## src/rtl/ps2_key_decoder.sv

```systemverilog
// PS/2 set-2 scan-code decoder for Breakout controls: tracks E0/F0/E1 prefixes
// and turns make/break sequences into paddle holds, launch and level selection.
module ps2_key_decoder #(
  parameter int         TIMEOUT_CYCLES = 100000,
  parameter int         CNT_W          = 17,
  parameter logic [3:0] DEFAULT_LEVEL  = 4'd1
) (
  input  logic       clk,
  input  logic       rst,
  input  logic [7:0] byte_in,
  input  logic       byte_valid,
  input  logic       byte_err,
  output logic       left_held,
  output logic       right_held,
  output logic       launch_pulse,
  output logic [3:0] level,
  output logic       level_valid,
  output logic [7:0] err_count
);

  typedef enum logic [2:0] {
    S_IDLE    = 3'd0,
    S_BRK     = 3'd1,
    S_EXT     = 3'd2,
    S_EXT_BRK = 3'd3,
    S_SKIP    = 3'd4
  } state_t;

  localparam logic [7:0] C_EXT   = 8'hE0;
  localparam logic [7:0] C_BRK   = 8'hF0;
  localparam logic [7:0] C_PAUSE = 8'hE1;
  localparam logic [7:0] C_SPACE = 8'h29;
  localparam logic [7:0] C_LEFT  = 8'h6B;
  localparam logic [7:0] C_RIGHT = 8'h74;
  localparam logic [CNT_W-1:0] TO_LAST = CNT_W'(TIMEOUT_CYCLES - 1);

  // Digit keys 1..8 map to levels 1..8; zero means "not a level key".
  function automatic logic [3:0] digit_level(input logic [7:0] code);
    logic [3:0] lvl;
    case (code)
      8'h16:   lvl = 4'd1;
      8'h1E:   lvl = 4'd2;
      8'h26:   lvl = 4'd3;
      8'h25:   lvl = 4'd4;
      8'h2E:   lvl = 4'd5;
      8'h36:   lvl = 4'd6;
      8'h3D:   lvl = 4'd7;
      8'h3E:   lvl = 4'd8;
      default: lvl = 4'd0;
    endcase
    return lvl;
  endfunction

  state_t           r_state;
  logic [2:0]       r_skip_cnt;
  logic [CNT_W-1:0] r_to_cnt;
  logic             r_space_held;
  logic             r_left_held;
  logic             r_right_held;
  logic             r_launch_pulse;
  logic [3:0]       r_level;
  logic             r_level_valid;
  logic [7:0]       r_err_count;
  logic [3:0]       w_digit;

  assign w_digit = digit_level(byte_in);

  always_ff @(posedge clk) begin
    if (rst) begin
      r_state        <= S_IDLE;
      r_skip_cnt     <= 3'd0;
      r_to_cnt       <= '0;
      r_space_held   <= 1'b0;
      r_left_held    <= 1'b0;
      r_right_held   <= 1'b0;
      r_launch_pulse <= 1'b0;
      r_level        <= DEFAULT_LEVEL;
      r_level_valid  <= 1'b0;
      r_err_count    <= 8'd0;
    end else begin
      r_launch_pulse <= 1'b0;
      r_level_valid  <= 1'b0;
      if (byte_valid) begin
        r_to_cnt <= '0;
        if (byte_err) begin
          r_state      <= S_IDLE;
          r_left_held  <= 1'b0;
          r_right_held <= 1'b0;
          r_space_held <= 1'b0;
          if (r_err_count != 8'hFF) begin
            r_err_count <= r_err_count + 8'd1;
          end
        end else if (r_state == S_SKIP) begin
          // Pause emits a fixed 8-byte burst with no break code; swallow it whole.
          r_skip_cnt <= r_skip_cnt - 3'd1;
          if (r_skip_cnt <= 3'd1) begin
            r_state <= S_IDLE;
          end
        end else if (byte_in == C_EXT) begin
          r_state <= S_EXT;
        end else if (byte_in == C_BRK) begin
          case (r_state)
            S_IDLE:  r_state <= S_BRK;
            S_EXT:   r_state <= S_EXT_BRK;
            default: r_state <= r_state;
          endcase
        end else if (byte_in == C_PAUSE) begin
          r_state    <= S_SKIP;
          r_skip_cnt <= 3'd7;
        end else begin
          r_state <= S_IDLE;
          case (r_state)
            S_IDLE: begin
              if (byte_in == C_SPACE) begin
                r_launch_pulse <= ~r_space_held;
                r_space_held   <= 1'b1;
              end
            end
            S_BRK: begin
              if (byte_in == C_SPACE) begin
                r_space_held <= 1'b0;
              end else if (w_digit != 4'd0) begin
                r_level       <= w_digit;
                r_level_valid <= 1'b1;
              end
            end
            S_EXT: begin
              if (byte_in == C_LEFT) begin
                r_left_held <= 1'b1;
              end else if (byte_in == C_RIGHT) begin
                r_right_held <= 1'b1;
              end
            end
            S_EXT_BRK: begin
              if (byte_in == C_LEFT) begin
                r_left_held <= 1'b0;
              end else if (byte_in == C_RIGHT) begin
                r_right_held <= 1'b0;
              end
            end
            default: r_state <= S_IDLE;
          endcase
        end
      end else if (r_state != S_IDLE) begin
        // Abandon a half-received sequence; held flags survive the timeout.
        if (r_to_cnt == TO_LAST) begin
          r_state  <= S_IDLE;
          r_to_cnt <= '0;
        end else begin
          r_to_cnt <= r_to_cnt + CNT_W'(1);
        end
      end else begin
        r_to_cnt <= '0;
      end
    end
  end

  assign left_held    = r_left_held;
  assign right_held   = r_right_held;
  assign launch_pulse = r_launch_pulse;
  assign level        = r_level;
  assign level_valid  = r_level_valid;
  assign err_count    = r_err_count;

endmodule

```

## config.mk

```make
export PLATFORM = sky130hd
export DESIGN_NAME = ps2_key_decoder
export DESIGN_NICKNAME = d
export VERILOG_FILES = /design/src/rtl/ps2_key_decoder.sv
export SDC_FILE = /design/constraint.sdc
export NUM_CORES = 1
export LEC_CHECK = 0
export ABC_AREA = 1
export CORE_MARGIN = 4
export CORE_UTILIZATION = 60
export DETAILED_ROUTE_END_ITERATION = 10
export PLACE_DENSITY = 0.93
export REMOVE_ABC_BUFFERS = 1
export SLEW_MARGIN = 40
export SYNTH_ARGS = -nofsm -noshare
export SYNTH_HDL_FRONTEND = slang
export SYNTH_SLANG_ARGS = --single-unit
```

## constraint.sdc

```tcl
create_clock -name clk -period 4.35 [get_ports clk]
set_input_delay 0.6525 -clock clk [delete_from_list [all_inputs] [get_ports clk]]
set_output_delay 0.6525 -clock clk [all_outputs]
set_load 0.03 [all_outputs]
```

# Word-level counts from Yosys, hierarchy flattened
# Cells that the tools add are included.
# Widths: inputs -> output; s select.
# word_totals
register_bits	40
input_bits	12
out_inout_bits	16
elab_cells	121
# op_classes
addsub	3
n_lt_le_gt_ge	1
eq_ne	36
n_mux	42
n_bitwise	11
n_reduce_logical	18
# op_table
operator	count
$eq 8x6->1 const B	7
$mux 3	13
$pmux 4 s8	1
$eq 8x8->1 const B	3
$mux 1	24
$ne 3x3->1 const B	8
$reduce_or 9->1	2
$add 17x1->17 const B	1
$eq 17x17->1 const B	1
$eq 8x5->1 const B	2
$eq 8x7->1 const B	2
$reduce_and 8->1	2
$ne 2x2->1 const B	6
$not 1->1	11
$reduce_and 10->1	1
$reduce_and 9->1	1
$reduce_bool 3->1	3
$add 8x1->8 const B	1
$ne 8x8->1 const B	1
$ne 7x5->1 const B	1
$eq 3x2->1 const B	2
$pmux 1 s2	3
$pmux 3 s2	1
$reduce_bool 2->1	3
11 further kinds	11

# Depth between registers and ports, before layout
# depth
word_depth	9
ltp_mapped	11
mapped_depth_nobuf	11

# Least setup slack after synthesis
# Ideal clock, no wire load.
# synth_timing
path_kind	reg-to-reg
startpoint	register r_err_count[0], in the netlist err_count[0]
endpoint	register r_err_count[5], in the netlist err_count[5]
t_arrival_ps	1489
slack_ps	2739
path_stages_with_launch	8
n_path_buf	0
cell_sequence	dfxtp_1 > ha_1 > nand3_1 > nor2_1 > a21oi_4 > nand2_1 > o21ai_1 > nor3b_2
# synth_via
elab_chain_len	2
# synth_rtl
element	line_no	text
start, declared	63	logic [7:0] r_err_count;
start signal, assigned	91	r_err_count <= r_err_count + 8'd1;
branches (longest 2 deep; another with $add 8x1->8)	-	
# Parallel ways; which one is timed is not known.
# A chain may end at the register's enable or synchronous reset.

# Final worst setup path
# layout_timing
startpoint	input rst
endpoint	register r_to_cnt[2]
# layout_via
elab_chain_len	1
# layout_rtl
element	line_no	text
start, declared	9	input logic rst,
$reduce_or 4->1 (no line)	-	
end signal, assigned	150	r_to_cnt <= r_to_cnt + CNT_W'(1);
end, declared	56	logic [CNT_W-1:0] r_to_cnt;
# Every way passes these cells.

==> key figures <==
Drt
  – Post-DRT Antenna Nets: 0
  – Drt total wl: about 4900 um
  – Vias: around 2.2k
  – Initial DRC count: 105
  – Drt wl/cell: 11.2 um
  – Residual DRC: 0
  – Vias per cell: around 5.1
  – DRT Pass-1 Iters: 4

Setup path
  – Critical path cell sequence: clkdlybuf4s50_1 > inv_1 > nand4_2 > nor3b_1
  – Worst EP arrival: 2490 ps
  – WP data required: 4550 ps
  – Worst setup path class: in -> reg
  – Critical path fanouts, max: 17
  – CP Launch Point: rst
  – Startpoint type of the worst setup path: primary input
  – Nature of the critical path endpoint: flop
  – Worst r2r path cells: 6
  – Reg2reg start: r_to_cnt[0]$_SDFF_PP0_
  – Reg-to-reg slack, setup: 2710 ps
  – Critical Path Max Stage Delay: between 500 and 600 ps
  – Slowest CP cell: clkdlybuf4s50_1
  – RR Endpoint: r_to_cnt[2]$_SDFF_PP0_

Synth
  – Post-synthesis sequential area ratio: between 30% and 40%
  – YS warnings: 0
  – Avg Inst Size Synth: 6.46 um^2
  – Synth Cell Area: ~0.0023 mm^2
  – Commonest register cell after synthesis: dfxtp_1
  – Mapped Cells: between 300 and 400
  – Async SR Flop Fraction: 0%
  – Library cells used by synthesis: 33
  – Yosys reg bits: 40
  – Number of flops mapped to enable cells by yosys: 0

Finish
  – Multi-input gate area: 0.00132 mm^2
  – Reg area: roughly 800 um^2
  – FILL cells: ~290
  – Layout area overhead: 19.3%
  – Ratio of cells with drive above 1 in the final layout: about 9.3%
  – Post-Layout Cell Count: 437
  – Diode count: 0
  – Fin nets: about 410

STA
  – Fin crit share: 52.7%
  – Max-slew violations: 0
  – Rel. slew slack: approximately 70%
  – Final Hold Viols: 0
  – Slew @ Worst Pin: roughly 470 ps
  – Final setup viols: 0
  – Clock skew: roughly 9.9 ps
  – Setup TNS Final: 0 ps
  – Fmax: ~440 MHz
  – Min Tclk post-route: 2290 ps
  – RSZ-0062 raised after global routing: no

Hold path
  – Worst Hold Class: reg -> reg
  – Hold path start: level[0]$_SDFFE_PP1P_
  – Hold Path Depth: 2
  – Hold endpoint: level[0]$_SDFFE_PP1P_

CTS
  – CTS tree: built
  – Worst skew pair latency: ~290 ps
  – CTS buffer count: 5
  – Clk sinks: 40
  – CTS Root Cell: clkbuf_8
  – Post-cts resize count: 0
  – H-tree depth: 2
  – CTS clk-pin slew, worst paths: approximately 70 ps
  – CTS max path bufs: 2
  – Hold_buf cts: 0
  – Post-CTS Setup Bufs: 0

Floorplan
  – Die area: 0.00491 mm^2
  – I/O pins: 28
  – Initial Utilization: between 60% and 70%
  – Die Y: around 70 um
  – Die width: 70.1 um
  – FP Rows: 22
  – Core ar.: roughly 0.0037 mm^2

Global route
  – Vias in the first global route: ~2.1k
  – Global-route wire length before repair: around 8600 um
  – Largest net degree at the start of global routing: 18
  – Initial antenna violation count: 0
  – GRT overflow: 0
  – Total Routing Usage GR: a little over a fifth

Pwr
  – Clock Power Share: ~44%
  – Power density over the cells: about 300 mW/mm^2
  – Net Sw Frac: between 20 and 25%
  – Seq pwr share: 46.4%
  – Internal Power: 0.629 mW
  – Max VDD drop: roughly 0.17 mV
  – Comb power frac: between 10% and 20%
  – Leak: 1.14 nW
  – Switch Pwr: 0.184 mW
  – Total power: about 0.81 mW

Placement
  – Placed Cells: 430
  – GPL Wtd Cong: approximately 0.88
  – IO Port Bufs: 27
  – DPL Wire Length: 3740 um

Flow run
  – Max-Cap Viols: 0

Status
  – Status: completed
==> layout make-up <==
type	instances	share of cell area, %
clock buffers	5	2.50
clock inverters	2	2.18
inverters	48	6.54
multi-input cells	267	47.8
flip-flops and latches	40	29.1
well taps	48	2.18
repair buffers	27	9.80
==> power by group through the flow <==
| stage | clock [mW] | sequential (mW) | combinational [mW] |
|---|---|---|---|
| 2_1_floorplan | 0 | 0.391 | 0.0444 |
| 3_3_place_gp | 0 | 0.385 | 0.0793 |
| 3_5_place_dp | 0 | 0.385 | 0.0809 |
| 4_1_cts | 0.357 | 0.377 | 0.0815 |
| 5_1_grt | 0.371 | 0.378 | 0.0909 |
| 6_report | 0.354 | 0.377 | 0.0814 |
==> worst max-delay path: cells and delay by family <==
| family | cells | cell delay [ps] |
|---|---|---|
| simple gates | 2 | 790 |
| buf+inv | 2 | 1040 |
==> metal layers <==
layer  vias to the layer above  part of all wire [%]  track usage (%)
li1                       1196                     -                -
met1                       985                    44             23.1
met2                        48                    51             39.7
met3                        10                   2.9             4.32
met4                         0                   1.7             7.45
met5                         -                     0                0
==> worst max path at each step <==
stage | slack, ps | to
3_5_place_dp | 1750 | r_to_cnt[6]$_SDFF_PP0_
2_1_floorplan | 2740 | err_count[5]$_SDFFE_PP0P_
3_3_place_gp | 1860 | r_to_cnt[6]$_SDFF_PP0_
5_1_grt | 1810 | r_to_cnt[2]$_SDFF_PP0_
6_report | 2060 | r_to_cnt[2]$_SDFF_PP0_
4_1_cts | 2030 | r_to_cnt[2]$_SDFF_PP0_
==> per-stage QoR <==
| stage | cell area, um^2 | util (%) | hold slack (ps) | setup slack, ps |
|---|---|---|---|---|
| 2_1_floorplan | 2300 | - | 429 | 2740 |
| 3_3_place_gp | 2630 | 71.2 | 441 | 1860 |
| 3_5_place_dp | 2630 | 71.2 | 453 | 1750 |
| 4_1_cts | 2760 | 74.7 | 464 | 2030 |
| 5_1_grt | 2760 | 74.7 | 498 | 1810 |
| 6_report | 2760 | 74.7 | 459 | 2060 |
==> sequential cells by signal, indices dropped and copies added (netlist names) <==
| name | cells |
|---|---|
| err_count | 8 |
| launch_pulse | 1 |
| left_held | 1 |
| level | 4 |
| level_valid | 1 |
| r_skip_cnt | 3 |
| r_space_held | 1 |
| r_state | 3 |
| r_to_cnt | 17 |
| right_held | 1 |
==> placed cells by master (no fill, tap or decap), drive strengths merged, types with 5 or more instances in the layout <==
master         count
nand4              7
clkdlybuf4s50     27
nand2             96
nand3             23
nor2              73
xor2               5
dfxtp             40
a21oi             18
nor3              10
clkbuf             5
o21ai             14
inv               48
==> synthesized netlist by cell type (2+ instances only) <==
library cell  number  area share (%)
o21ai_1            5             1.1
nand2_2            5             1.4
nor3_1             9             1.9
nor2_4             2            0.97
xnor2_1            3             1.1
o21ai_0            8             1.7
a21oi_1           17             3.7
nand2_1           91              15
or2_1              2            0.54
nor2_2             8             2.2
ha_1               4             2.2
inv_1             43             7.0
nand3_2            2            0.87
nand4_2            2             1.1
a31oi_1            2            0.54
dfxtp_1           40              35
nor3b_1            3            0.97
inv_2              5            0.81
nand4_1            5             1.4
nor2_1            63              10
o211ai_1           2            0.65
buf_2              2            0.43
nand3_1           21             4.5
xor2_1             5             1.9
==> cells by family after synthesis <==
group / Yosys count / share of synthesized area [%]
compound gates: 37 / 9.10
buf+inv: 51 / 8.39
simple gates: 218 / 42.7
fa+ha+maj: 4 / 2.17
xor+xnor: 8 / 3.03
flops: 40 / 34.7
(Power assumes the default switching activity.)
